## config.mk

```make
export PLATFORM = sky130hd
export DESIGN_NAME = result_writeback
export DESIGN_NICKNAME = d
export VERILOG_FILES = /design/src/rtl/result_writeback_pkg.sv /design/src/rtl/result_writeback_wb_fifo.sv /design/src/rtl/result_writeback.sv
export SDC_FILE = /design/constraint.sdc
export NUM_CORES = 1
export LEC_CHECK = 0
export CAP_MARGIN = 25
export CORE_AREA = 2 2 98 100
export DETAILED_ROUTE_END_ITERATION = 8
export DIE_AREA = 0 0 100 102
export PLACE_DENSITY = 0.65
export SYNTH_ARGS = -nofsm -noshare
export SYNTH_HDL_FRONTEND = slang
export SYNTH_SLANG_ARGS = --single-unit
```

## constraint.sdc

```tcl
create_clock -name clk -period 6.5 [get_ports clk]
set_clock_uncertainty 0.1 [all_clocks]
set_input_delay 1.3 -clock clk [delete_from_list [all_inputs] [get_ports clk]]
set_output_delay 1.3 -clock clk [all_outputs]
set_load 0.01 [all_outputs]
```

## src/rtl/result_writeback_pkg.sv

```systemverilog
// rtl/result_writeback_pkg.sv - shared constants and types for the result writeback block
//
// Purpose : FSM state encoding, datapath widths and the lane-select width
//           helper used by result_writeback.
// Ports   : none (package).
package result_writeback_pkg;

  typedef enum logic [1:0] {
    ST_IDLE = 2'd0,
    ST_RUN  = 2'd1,
    ST_DONE = 2'd2
  } wb_state_t;

  localparam int WB_DATA_W = 8;
  localparam int WB_ADR_W  = 8;

  // Lane-select width for a given lane count; never narrower than one bit
  // so a single-lane build still has a legal counter.
  function automatic int lane_sel_w(input int num_lanes);
    return (num_lanes > 1) ? $clog2(num_lanes) : 1;
  endfunction

endpackage

```

## src/rtl/result_writeback_wb_fifo.sv

```systemverilog
// rtl/result_writeback_wb_fifo.sv - synchronous bundle FIFO with full/empty
//
// Purpose : holds accepted result bundles until the writer drains them.
//           DEPTH must be a power of two (>= 2) so the pointers wrap freely.
// Ports   : clk        clock
//           rst        synchronous active-low reset
//           flush      synchronous clear of all entries
//           push       write push_data (ignored when full)
//           push_data  bundle to store
//           pop        drop the head entry (ignored when empty)
//           head_data  current head entry (valid when !empty)
//           full       DEPTH entries held
//           empty      no entries held
module wb_fifo #(
  parameter int WIDTH = 8,
  parameter int DEPTH = 2
) (
  input  logic             clk,
  input  logic             rst,
  input  logic             flush,
  input  logic             push,
  input  logic [WIDTH-1:0] push_data,
  input  logic             pop,
  output logic [WIDTH-1:0] head_data,
  output logic             full,
  output logic             empty
);

  localparam int AW = (DEPTH > 1) ? $clog2(DEPTH) : 1;

  logic [WIDTH-1:0] mem [DEPTH];
  logic [AW-1:0]    rd_ptr;
  logic [AW-1:0]    wr_ptr;
  logic [AW:0]      count;
  logic             do_push;
  logic             do_pop;

  assign full    = (count == (AW+1)'(DEPTH));
  assign empty   = (count == '0);
  assign do_push = push & ~full;
  assign do_pop  = pop & ~empty;

  assign head_data = mem[rd_ptr];

  always_ff @(posedge clk) begin
    if (!rst || flush) begin
      rd_ptr <= '0;
      wr_ptr <= '0;
      count  <= '0;
    end else begin
      if (do_push) wr_ptr <= wr_ptr + 1'b1;
      if (do_pop)  rd_ptr <= rd_ptr + 1'b1;
      count <= count + (AW+1)'(do_push) - (AW+1)'(do_pop);
    end
  end

  // Storage needs no reset: entries are only observed through the counters.
  always_ff @(posedge clk) begin
    if (do_push) mem[wr_ptr] <= push_data;
  end

endmodule

```

## src/rtl/result_writeback.sv

```systemverilog
// rtl/result_writeback.sv - buffers filter result bundles and writes them lane by lane
//
// Purpose : accepts one bundle of NUM_FILTERS signed 8-bit results per
//           handshake, queues it in wb_fifo and writes each lane to
//           base + lane*OUT_LEN + bundle_index (mod 256). done rises after
//           the last lane of bundle OUT_LEN-1 is written.
// Config  : WB_RELU_EN - when defined, negative lane values are written as 0.
// Ports   : clk          clock
//           rst          synchronous active-low reset
//           start        pulse: load base_adr, clear counters, flush FIFO
//           base_adr     output region base address
//           res_valid    bundle present on res_data
//           res_data     lane f at [8f+7:8f]
//           res_ready    bundle accepted when res_valid & res_ready
//           mem_ready    memory accepts the write this cycle
//           mem_wr_en    write strobe
//           mem_wr_adr   write address
//           mem_wr_data  write data
//           done         pass complete, held until start or reset
module result_writeback
  import result_writeback_pkg::*;
#(
  parameter int NUM_FILTERS = 3,
  parameter int OUT_LEN     = 43,
  parameter int FIFO_DEPTH  = 2
) (
  input  logic                         clk,
  input  logic                         rst,
  input  logic                         start,
  input  logic [7:0]                   base_adr,
  input  logic                         res_valid,
  input  logic [8*NUM_FILTERS-1:0]     res_data,
  output logic                         res_ready,
  input  logic                         mem_ready,
  output logic                         mem_wr_en,
  output logic [7:0]                   mem_wr_adr,
  output logic [7:0]                   mem_wr_data,
  output logic                         done
);

  localparam int LANE_W   = lane_sel_w(NUM_FILTERS);
  localparam int CNT_W    = $clog2(OUT_LEN + 1);
  localparam int BUNDLE_W = WB_DATA_W * NUM_FILTERS;

  wb_state_t            state_q;
  wb_state_t            state_d;
  logic [7:0]           base_q;
  logic [LANE_W-1:0]    lane_q;
  logic [CNT_W-1:0]     idx_q;   // bundles fully written this pass
  logic [CNT_W-1:0]     acc_q;   // bundles accepted this pass

  logic                 fifo_full;
  logic                 fifo_empty;
  logic [BUNDLE_W-1:0]  fifo_head;
  logic                 push;
  logic                 pop;
  logic                 wr_fire;
  logic                 last_lane;
  logic                 pass_end;
  logic [7:0]           lane_val;
  logic [7:0]           wr_val;
  logic [7:0]           adr_calc;

  assign wr_fire   = mem_wr_en & mem_ready;
  assign last_lane = (lane_q == LANE_W'(NUM_FILTERS - 1));
  assign push      = res_valid & res_ready;
  assign pop       = wr_fire & last_lane;
  assign pass_end  = pop && (idx_q == CNT_W'(OUT_LEN - 1));

  // start also flushes, so an abort mid-pass discards buffered bundles.
  wb_fifo #(
    .WIDTH (BUNDLE_W),
    .DEPTH (FIFO_DEPTH)
  ) u_fifo (
    .clk       (clk),
    .rst       (rst),
    .flush     (start),
    .push      (push),
    .push_data (res_data),
    .pop       (pop),
    .head_data (fifo_head),
    .full      (fifo_full),
    .empty     (fifo_empty)
  );

  // State register
  always_ff @(posedge clk) begin
    if (!rst) state_q <= ST_IDLE;
    else      state_q <= state_d;
  end

  // Next-state logic; start wins over completion so a restart on the
  // final write begins a fresh pass.
  always_comb begin
    state_d = state_q;
    case (state_q)
      ST_IDLE: if (start) state_d = ST_RUN;
      ST_RUN: begin
        if (start)         state_d = ST_RUN;
        else if (pass_end) state_d = ST_DONE;
      end
      ST_DONE: if (start) state_d = ST_RUN;
      default: state_d = ST_IDLE;
    endcase
  end

  // Outputs depend only on registered state, so res_ready never
  // combinationally follows mem_ready.
  always_comb begin
    res_ready = 1'b0;
    mem_wr_en = 1'b0;
    done      = 1'b0;
    case (state_q)
      ST_RUN: begin
        res_ready = ~fifo_full && (acc_q < CNT_W'(OUT_LEN));
        mem_wr_en = ~fifo_empty;
      end
      ST_DONE: done = 1'b1;
      default: ;
    endcase
  end

  // Base, lane and bundle counters
  always_ff @(posedge clk) begin
    if (!rst) begin
      base_q <= '0;
      lane_q <= '0;
      idx_q  <= '0;
      acc_q  <= '0;
    end else if (start) begin
      base_q <= base_adr;
      lane_q <= '0;
      idx_q  <= '0;
      acc_q  <= '0;
    end else begin
      if (push) acc_q <= acc_q + 1'b1;
      if (wr_fire) begin
        if (last_lane) begin
          lane_q <= '0;
          idx_q  <= idx_q + 1'b1;
        end else begin
          lane_q <= lane_q + 1'b1;
        end
      end
    end
  end

  // Head lane select
  always_comb begin
    lane_val = '0;
    for (int f = 0; f < NUM_FILTERS; f++) begin
      if (lane_q == LANE_W'(f)) lane_val = fifo_head[8*f +: 8];
    end
  end

`ifdef WB_RELU_EN
  assign wr_val = lane_val[7] ? 8'h00 : lane_val;
`else
  assign wr_val = lane_val;
`endif

  // 8-bit arithmetic gives the modulo-256 wrap for free.
  assign adr_calc = base_q + 8'(lane_q) * 8'(OUT_LEN) + 8'(idx_q);

  assign mem_wr_adr  = mem_wr_en ? adr_calc : 8'h00;
  assign mem_wr_data = mem_wr_en ? wr_val   : 8'h00;

endmodule

```

==> metrics.md, run 1 <==
| Metric | Value |
|---|---|
| Place WS | 1.527 ns |
| IO Pins | 56 |
| Leak | 1.781 nW |
| Routability Congestion | 0.8597 |
| Critical Path Sink | mem_wr_adr[7] |
| Largest net degree at the start of global routing | 26 |
| Worst-path clk slew | 0.08 ns |
| Critical R2R Launch | lane_q[1] |
| Required time worst endpoint | 5.10 ns |
| Syn nets | 399 |
| Cell variety after synth | 49 |
| CTS tree | built |
| Top cell type's share of synthesized area | 37.03% |
| Final Non-Filler Cells | 507 |
| Seq/Total Area, Yosys | 51.94% |
| CTS buffer count | 9 |
| CP peak stage delay | 0.55 ns |
| Critical Path Fanout Max | 7 |
| Clk buf depth | 2 |
| # DRC | 0 |
| Minimum clock period after layout | 5.323 ns |
| RSZ-0062 raised after global routing | no |
| Fin crit share | 81.90% |
| Initial drt markers | 203 |
| Die W | 100 µm |
| Number of global-route vias before repair | 2545 |
| Die Area | 10200 µm² |
| Dpl hpwl | 5.610 mm |
| Synthesized area per cell | 11.69 µm² |
| Status | complete, no violations |
| Via/cell ratio | 5.128 |
| Area Growth Syn to Fin | 21.79% |
| Sink Count | 77 |
| Placement Rows | 35 |
| Setup WS post-layout | 1.177 ns |
| Hold Crit Class | reg -> reg |
| Antenna-violating nets left | 0 |
| Antenna cell count | 0 |
| Post-synth EDFFs | 48 |
| CP endpoint kind | output pin |
| Share of cells above drive strength 1 | 8.838% |
| I/O Buffers | 55 |
| Worst hold margin | 0.4146 ns |
| Worst-Margin Slew | 0.7249 ns |
| CP startpoint | lane_q[0] |
| Final setup fails | 0 |
| Post-Place Cells | 491 |
| Slew margin rel. | 51.67% |
| CP Launch Type | flip-flop |
| Reg-to-reg setup timing slack | 3.62 ns |
| Syn. warnings | 0 |
| Postcts setup bufs | 0 |
| Cts repair resizes | 0 |
| Final setup TNS | 0 ns |
| Initial DRT Pass Iterations | 4 |
| CTS root buf | clkbuf_8 |
| Maximum vdd ir drop | 0.1156 mV |
| Grt ovf | 0 |
| FF+latch count, synth | 77 |
| RR Endpoint | u_fifo.count[1] |
| Critical path class | reg -> out |
| Instance count on the critical path | 11 |
| Fin util | 52.05% |
| Top cells by area, synth | edfxtp_1 (37%), dfxtp_1 (15%), mux2i_1 (7.2%), ha_1 (7.1%), a211oi_1 (3.9%) |
| FFs w/ async S/R, synth | 0% |
| Initial antenna violation count | 0 |
| Hold Fails Final Rpt | 0 |
| WL per Instance | 15.08 µm |
| Netlist Area Pre-Place | 3892 µm² |
| Overall routed net length | 7.646 mm |
| Commonest cells after routing, fill and taps aside | clkdlybuf4s50_1 (55), edfxtp_1 (48), inv_1 (35), nor2_1 (30), dfxtp_1 (29) |
| Prevailing post-synth register cell | edfxtp_1 |
| Total Routing Usage GR | 15.54% |
| Commonest non-fill, non-tap cell in the layout | clkdlybuf4s50_1 |
| First-pass GRT wire length | 12.28 mm |
| Cell Chain, Critical Path | fa_1 > inv_1 > fa_1 > inv_1 > ha_1 > fa_1 > a211oi_1 > o21ai_0 > a21oi_1 > mux2i_1 > clkdlybuf4s50_1 |
| Initial core utilization | 42.73% |
| Buf/Inv on CP | 3 |
| CP top delay family | adder cells |
| Max_cap viols | 0 |
| Core Footprint | 9109 µm² |
| Routed vias | 2600 |
| CTS Hold Buffers Added | 0 |
| Slowest cell on the critical path | clkdlybuf4s50_1 |
| Fin. max-slew vios | 0 |
| Critical Path Most Common Cell | fa_1 |
| Fmax | 187.9 MHz |
| Nets | 457 |
| Post-Synthesis Cells | 333 |
| Worst-Skew Late Latency | 0.34 ns |
| Worst Path Arrival | 3.92 ns |
| Chip height | 102 µm |
| P per Cell Area | 195.6 nW/µm² |
| R2r worst-path depth | 9 |
| Synth area leader | edfxtp_1 |
| H-tree depth | 3 |
-- worst min-delay path by stage --
stage,start,to,slack (ns),cells after the start
2_1_floorplan,acc_q[5],acc_q[5],0.37,2
3_3_place_gp,acc_q[4],acc_q[4],0.39,2
3_5_place_dp,acc_q[1],acc_q[1],0.40,2
4_1_cts,acc_q[1],acc_q[1],0.42,2
5_1_grt,acc_q[4],acc_q[4],0.45,2
6_report,acc_q[1],acc_q[1],0.41,2
-- kinds of logic (layout without fill, tap and decap cells) --
| logic type | after synthesis | count (layout) | share of synthesized area [%] |
|---|---|---|---|
| simple gates | 87 | 87 | 12.25 |
| compound gates | 48 | 48 | 8.743 |
| buf+inv | 47 | 110 | 4.854 |
| mux | 36 | 36 | 9.515 |
| xor+xnor | 9 | 9 | 2.025 |
| fa+ha+maj | 29 | 29 | 10.67 |
| flops | 77 | 77 | 51.94 |
-- final cells by class --
| class | count | area, µm² |
|---|---|---|
| multi-input cells | 209 | 1687 |
| clock inverters | 7 | 50.05 |
| inverters | 35 | 131.4 |
| flip-flops and latches | 77 | 2022 |
| well taps | 111 | 138.9 |
| repair buffers | 59 | 588.1 |
| fillers | 839 | 4368 |
| clock buffers | 9 | 123.9 |
-- metrics by stage --
step	cell area, µm²	power (mW)
after detailed placement	4567	0.6253
after floorplan	3892	0.5854
after CTS	4741	0.9374
after global routing	4741	0.9703
after global placement	4552	0.6236
final	4741	0.9272
-- tightest hold or removal path: cells and delay by family, from the launching register on --
kind	cells	cell delay, ns
flops	1	0.33
compound gates	2	0.13
-- power breakdown --
group          internal [mW]  total (mW)  switching (mW)
Clock                  0.139       0.314           0.175
Combinational         0.0396      0.0762          0.0366
Sequential             0.532       0.537         0.00514
-- registers in the layout, summed over array words and instances (netlist names), named ones only --
signal,cells
u_fifo.mem,48
base_q,8
acc_q,6
idx_q,6
lane_q,2
state_q,2
u_fifo.count,2
u_fifo.rd_ptr,1
u_fifo.wr_ptr,1
-- metal layers --
| layer | part of all wire (%) | track usage [%] | vias up |
|---|---|---|---|
| met5 | 0 | 0 | - |
| met2 | 47 | 24.48 | 55 |
| met4 | 1.5 | 5.585 | 0 |
| met1 | 48 | 21.88 | 1228 |
| li1 | - | - | 1303 |
| met3 | 3.6 | 2.599 | 14 |
-- synthesized netlist by cell type, drive strengths merged, types with 3 or more instances --
library cell  instances
edfxtp               48
inv                  35
nor2                 30
dfxtp                29
mux2i                28
ha                   22
a211oi               20
nand2                11
nor2b                 9
mux2                  8
o21ai                 8
buf                   7
fa                    7
xnor2                 7
nand2b                6
a21oi                 5
clkbuf                5
nand3                 5
and2                  4
and3                  4
a31oi                 3
nor3                  3
nor4                  3
o21a                  3
(Power assumes the default switching activity.)
==> run 2: changes to the inputs <==
- clock period: 6.5 -> 5.05 ns (I/O delays scaled with it)
==> metrics.md, run 2 (synthesized netlist as in run 1, its figures left out) <==
| Metric | Value |
|---|---|
| Maximum vdd ir drop | 0.1299 mV |
| Fmax | 214.0 MHz |
| Placement Rows | 35 |
| Met2 wire length | 3.631 mm |
| First-pass GRT wire length | 12.56 mm |
| Minimum clock period after layout | 4.672 ns |
| Largest Register | u_fifo.mem |
| Biggest registers after layout | u_fifo.mem x48, base_q x8 |
| Routability Congestion | 0.8443 |
| IO Pins | 56 |
| Initial DRT Pass Iterations | 6 |
| Postcts setup bufs | 0 |
| RSZ-0062 raised after global routing | no |
| Leak | 1.819 nW |
| I/O Buffers | 55 |
| Post-Place Cells | 492 |
| Critical R2R Launch | lane_q[1] |
| CP Launch Type | flip-flop |
| Max_cap viols | 0 |
| P per Cell Area | 260.3 nW/µm² |
| Slew margin rel. | 49.88% |
| Overall routed net length | 7.575 mm |
| Fin. max-slew vios | 0 |
| CTS tree | built |
| CTS Hold Buffers Added | 0 |
| # DRC | 0 |
| Largest net degree at the start of global routing | 26 |
| Commonest cells after routing, fill and taps aside | clkdlybuf4s50_1 (54), edfxtp_1 (48), inv_1 (35), nor2_1 (30) |
| Worst-Skew Late Latency | 0.34 ns |
| Die Area | 10200 µm² |
| Fin crit share | 92.51% |
| Final setup fails | 0 |
| Nets | 459 |
| Worst-path clk slew | 0.08 ns |
| Antenna cell count | 0 |
| Highest Signal Layer | met4 |
| Chip height | 102 µm |
| Final Non-Filler Cells | 509 |
| R2r worst-path depth | 10 |
| Status | complete, no violations |
| Required time worst endpoint | 3.94 ns |
| Hold_sp | acc_q[1] |
| Initial antenna violation count | 0 |
| RR Endpoint | u_fifo.count[1] |
| Share of cells above drive strength 1 | 10.30% |
| Worst Path Arrival | 3.56 ns |
| CTS buffer count | 9 |
| Grt ovf | 0 |
| Die W | 100 µm |
| Via/cell ratio | 5.049 |
| Sink Count | 77 |
| CTS root buf | clkbuf_8 |
| Reg-to-reg setup timing slack | 2.23 ns |
| WL per Instance | 14.88 µm |
| Critical path class | reg -> out |
| Number of global-route vias before repair | 2580 |
| Number of flip-flops in the largest register | 48 |
| Critical Path Fanout Max | 7 |
| Commonest non-fill, non-tap cell in the layout | clkdlybuf4s50_1 |
| Min-Delay Endpoint | acc_q[1] |
| Hold Fails Final Rpt | 0 |
| Dpl hpwl | 5.554 mm |
| Initial core utilization | 42.73% |
| Final setup TNS | 0 ns |
| Routed vias | 2570 |
| Antenna-violating nets left | 0 |
| Worst hold path depth | 2 |
| Core Footprint | 9109 µm² |
| Slowest cell on the critical path | clkdlybuf4s50_1 |
| CP endpoint kind | output pin |
| Area Growth Syn to Fin | 23.40% |
| Worst-Margin Slew | 0.7519 ns |
| Cell Chain, Critical Path | fa_1 > inv_1 > fa_1 > inv_1 > ha_1 > fa_2 > a211oi_2 > nor2_1 > nor3_1 > clkdlybuf4s50_1 |
| Metal1 wirelength | 3.677 mm |
| H-tree depth | 3 |
| CP peak stage delay | 0.59 ns |
| Met3 WL | 164 µm |
| Hold Crit Class | reg -> reg |
| Total Routing Usage GR | 16.02% |
| Clk buf depth | 2 |
| Initial drt markers | 124 |
## run 2: cell types whose count changed in the layout (fill, tap and decap cells not counted), moves of 2 or more
cell,delta
clkinvlp_4,+2
clkinv_4,-3
buf_4,+2
clkinv_1,-2
## run 2: how the worst max path moves through the flow
stage | start | endpoint | slack [ns] | cells past startpoint
5_1_grt | lane_q[0] | mem_wr_adr[5] | 0.19 | 10
2_1_floorplan | lane_q[0] | mem_wr_adr[7] | 0.96 | 10
3_3_place_gp | lane_q[0] | mem_wr_adr[7] | 0.40 | 11
4_1_cts | lane_q[0] | mem_wr_adr[7] | 0.03 | 11
3_5_place_dp | lane_q[0] | mem_wr_adr[7] | 0.36 | 11
6_report | lane_q[0] | mem_wr_adr[5] | 0.38 | 10
## run 2: what timing repair did
item                                   CTS  global route
setup endpoints to repair                1             1
pin swaps                                0             1
endpoints found under the hold margin    0             0
gates resized for setup                  1             3
## run 2: power breakdown
part | internal (mW) | switching [mW] | leakage (nW)
sequential | 0.685 | 0.00663 | 0.675
combinational | 0.0509 | 0.0469 | 1.05
clock | 0.232 | 0.229 | 0.0895
## run 2: area by class of cell
cell class / count / area (µm²)
clock buffers: 10 / 127.6
clock inverters: 6 / 70.07
fillers: 787 / 4305
inverters: 35 / 131.4
multi-input cells: 209 / 1694
flip-flops and latches: 77 / 2023
well taps: 111 / 138.9
repair buffers: 61 / 618.1
## run 2: critical path: cells and delay by family, from the launching register on
family | cells | cell delay [ns]
adders and majority gates | 4 | 1.65
buffers and inverters | 3 | 0.68
DFF | 1 | 0.37
and+or+nand+nor | 2 | 0.27
AOI/OAI and AO/OA | 1 | 0.25
## run 2: per-stage QoR
stage                     worst slack (ns)  hold WS (ns)  cell area (µm²)  utilization (%)  power (mW)
after global placement              0.3984        0.3930             4567            50.14      0.8026
after global routing                0.1880        0.4265             4803            52.73       1.301
after CTS                          0.02783        0.4158             4766            52.32       1.262
after floorplan                     0.9567        0.3731             3892                -      0.7534
final                               0.3781        0.4129             4803            52.73       1.250
after detailed placement            0.3621        0.4049             4567            50.14      0.8048
## run 2: routing by layer
metal | vias to the layer above | track usage (%)
li1 | 1305 | -
met1 | 1224 | 21.67
met2 | 32 | 26.25
met3 | 9 | 2.531
met4 | 0 | 6.006
met5 | - | 0
==> run 3: changes to the inputs <==
- MAX_ROUTING_LAYER: default -> met4
==> metrics.md, run 3 (synthesized netlist as in run 1, its figures left out) <==
| Metric | Value |
|---|---|
| Critical Path Fanout Max | 7 |
| Instance count on the critical path | 10 |
| Placement Rows | 35 |
| R2r worst-path depth | 10 |
| Number of flip-flops in the largest register | 48 |
| Final setup TNS | 0 ns |
| Total power | 1.248 mW |
| CP peak stage delay | 0.59 ns |
| I/O Buffers | 55 |
| Chip height | 102 µm |
| Postcts setup bufs | 0 |
| Initial drt markers | 128 |
| Critical R2R Launch | lane_q[1] |
| Hold Crit Class | reg -> reg |
| Worst Path Arrival | 3.54 ns |
| Initial antenna violation count | 0 |
| Sink Count | 77 |
| Setup WS post-layout | 0.3973 ns |
| Overall routed net length | 7.585 mm |
| Die W | 100 µm |
| Maximum vdd ir drop | 0.1302 mV |
| RSZ-0062 raised after global routing | no |
| Number of global-route vias before repair | 2587 |
| Place WS | 0.3621 ns |
| Required time worst endpoint | 3.94 ns |
| Worst-Skew Late Latency | 0.34 ns |
| CP endpoint kind | output pin |
| Initial DRT Pass Iterations | 4 |
| Max_cap viols | 0 |
| Fill cell count | 787 |
| Nets | 459 |
| Biggest registers after layout | u_fifo.mem x48, base_q x8 |
| H-tree depth | 3 |
| Slowest cell on the critical path | clkdlybuf4s50_1 |
| Largest Register | u_fifo.mem |
| First-pass GRT wire length | 12.56 mm |
| Clk buf depth | 2 |
| Worst-Margin Slew | 0.7793 ns |
| Multi-input gate area | 1694 µm² |
| Fin. max-slew vios | 0 |
| CTS tree | built |
| Die Area | 10200 µm² |
| Total Routing Usage GR | 16.52% |
| Reg-to-reg setup timing slack | 2.23 ns |
| Reg area | 2023 µm² |
| Post-route cell area | 4803 µm² |
| WL per Instance | 14.90 µm |
| Antenna-violating nets left | 0 |
| Commonest non-fill, non-tap cell in the layout | clkdlybuf4s50_1 |
| Worst-path clk slew | 0.08 ns |
| CTS buffer count | 9 |
| RR Endpoint | u_fifo.count[1] |
| Initial core utilization | 42.73% |
| Routed vias | 2576 |
| Minimum clock period after layout | 4.653 ns |
| # DRC | 0 |
| CP top delay family | adder cells |
| Slew margin rel. | 48.05% |
| Routability Congestion | 0.8575 |
| Fmax | 214.9 MHz |
| P per Cell Area | 259.9 nW/µm² |
| Final setup fails | 0 |
| Largest net degree at the start of global routing | 26 |
| CP Launch Type | flip-flop |
| IO Pins | 56 |
| Share of cells above drive strength 1 | 10.30% |
| Status | complete, no violations |
| Commonest cells after routing, fill and taps aside | clkdlybuf4s50_1 (54), edfxtp_1 (48), inv_1 (35), nor2_1 (30) |
| Buf/Inv on CP | 3 |
| Min-Delay Endpoint | acc_q[1] |
| Cell Chain, Critical Path | fa_1 > inv_1 > fa_1 > inv_1 > ha_1 > fa_2 > a211oi_2 > nor2_1 > nor3_1 > clkdlybuf4s50_1 |
| Critical path class | reg -> out |
| Antenna cell count | 0 |
| Hold Fails Final Rpt | 0 |
| Dpl hpwl | 5.554 mm |
| Leak | 1.819 nW |
| Via/cell ratio | 5.061 |
| Core Footprint | 9109 µm² |
| CTS root buf | clkbuf_8 |
| Worst hold path depth | 2 |
| Worst hold margin | 0.4110 ns |
| Fin crit share | 92.13% |
| Placement Cell Area | 4567 µm² |
| Hold_sp | acc_q[1] |
| Grt ovf | 0 |
| Area Growth Syn to Fin | 23.40% |
## run 3: how the worst max path moves through the flow
stage                   start       endpoint  slack (ns)
finish              lane_q[0]  mem_wr_adr[5]        0.40
global route        lane_q[0]  mem_wr_adr[5]        0.19
global placement    lane_q[0]  mem_wr_adr[7]        0.40
detailed placement  lane_q[0]  mem_wr_adr[7]        0.36
floorplan           lane_q[0]  mem_wr_adr[7]        0.96
CTS                 lane_q[0]  mem_wr_adr[7]        0.03
## run 3: worst min-delay path: stages, from the launching register on
cell and delay [ns]:
dfxtp_1 0.33, o21ai_0 0.07, a21oi_1 0.06
## run 3: final cells by class
class / count / area share [%]
inverter: 35 / 2.735
timing repair buffer: 61 / 12.87
multi-input combinational: 209 / 35.27
sequential: 77 / 42.12
clock inverter: 6 / 1.459
tap: 111 / 2.891
clock buffer: 10 / 2.657
## run 3: report_power, final
part / internal, mW / switching [mW]
combinational: 0.0509 / 0.0473
sequential: 0.685 / 0.00665
clock: 0.232 / 0.227
total: 0.968 / 0.281
## run 3: what timing repair did
item / 4_1_cts / 5_1_grt
pin swaps: 0 / 1
hold buffers: 0 / 0
gates resized for setup: 1 / 3
endpoints found under the setup margin: 1 / 1
cloned: 0 / 0
## run 3: per-layer routing
layer  routed length, µm  share of wire, %  GRT usage, %  up-vias
li1                    -                 -             -     1306
met4                  48              0.63         6.006        0
met1                3697                49         21.75     1235
met5                   0                 0             -        -
met2                3675                48         26.14       31
met3                 164               2.2         2.531        4
## run 3: stage by stage
step / instances / util (%)
after floorplan: 333 / -
after global placement: 492 / 50.14
after detailed placement: 492 / 50.14
after CTS: 508 / 52.32
after global routing: 509 / 52.73
final: 509 / 52.73
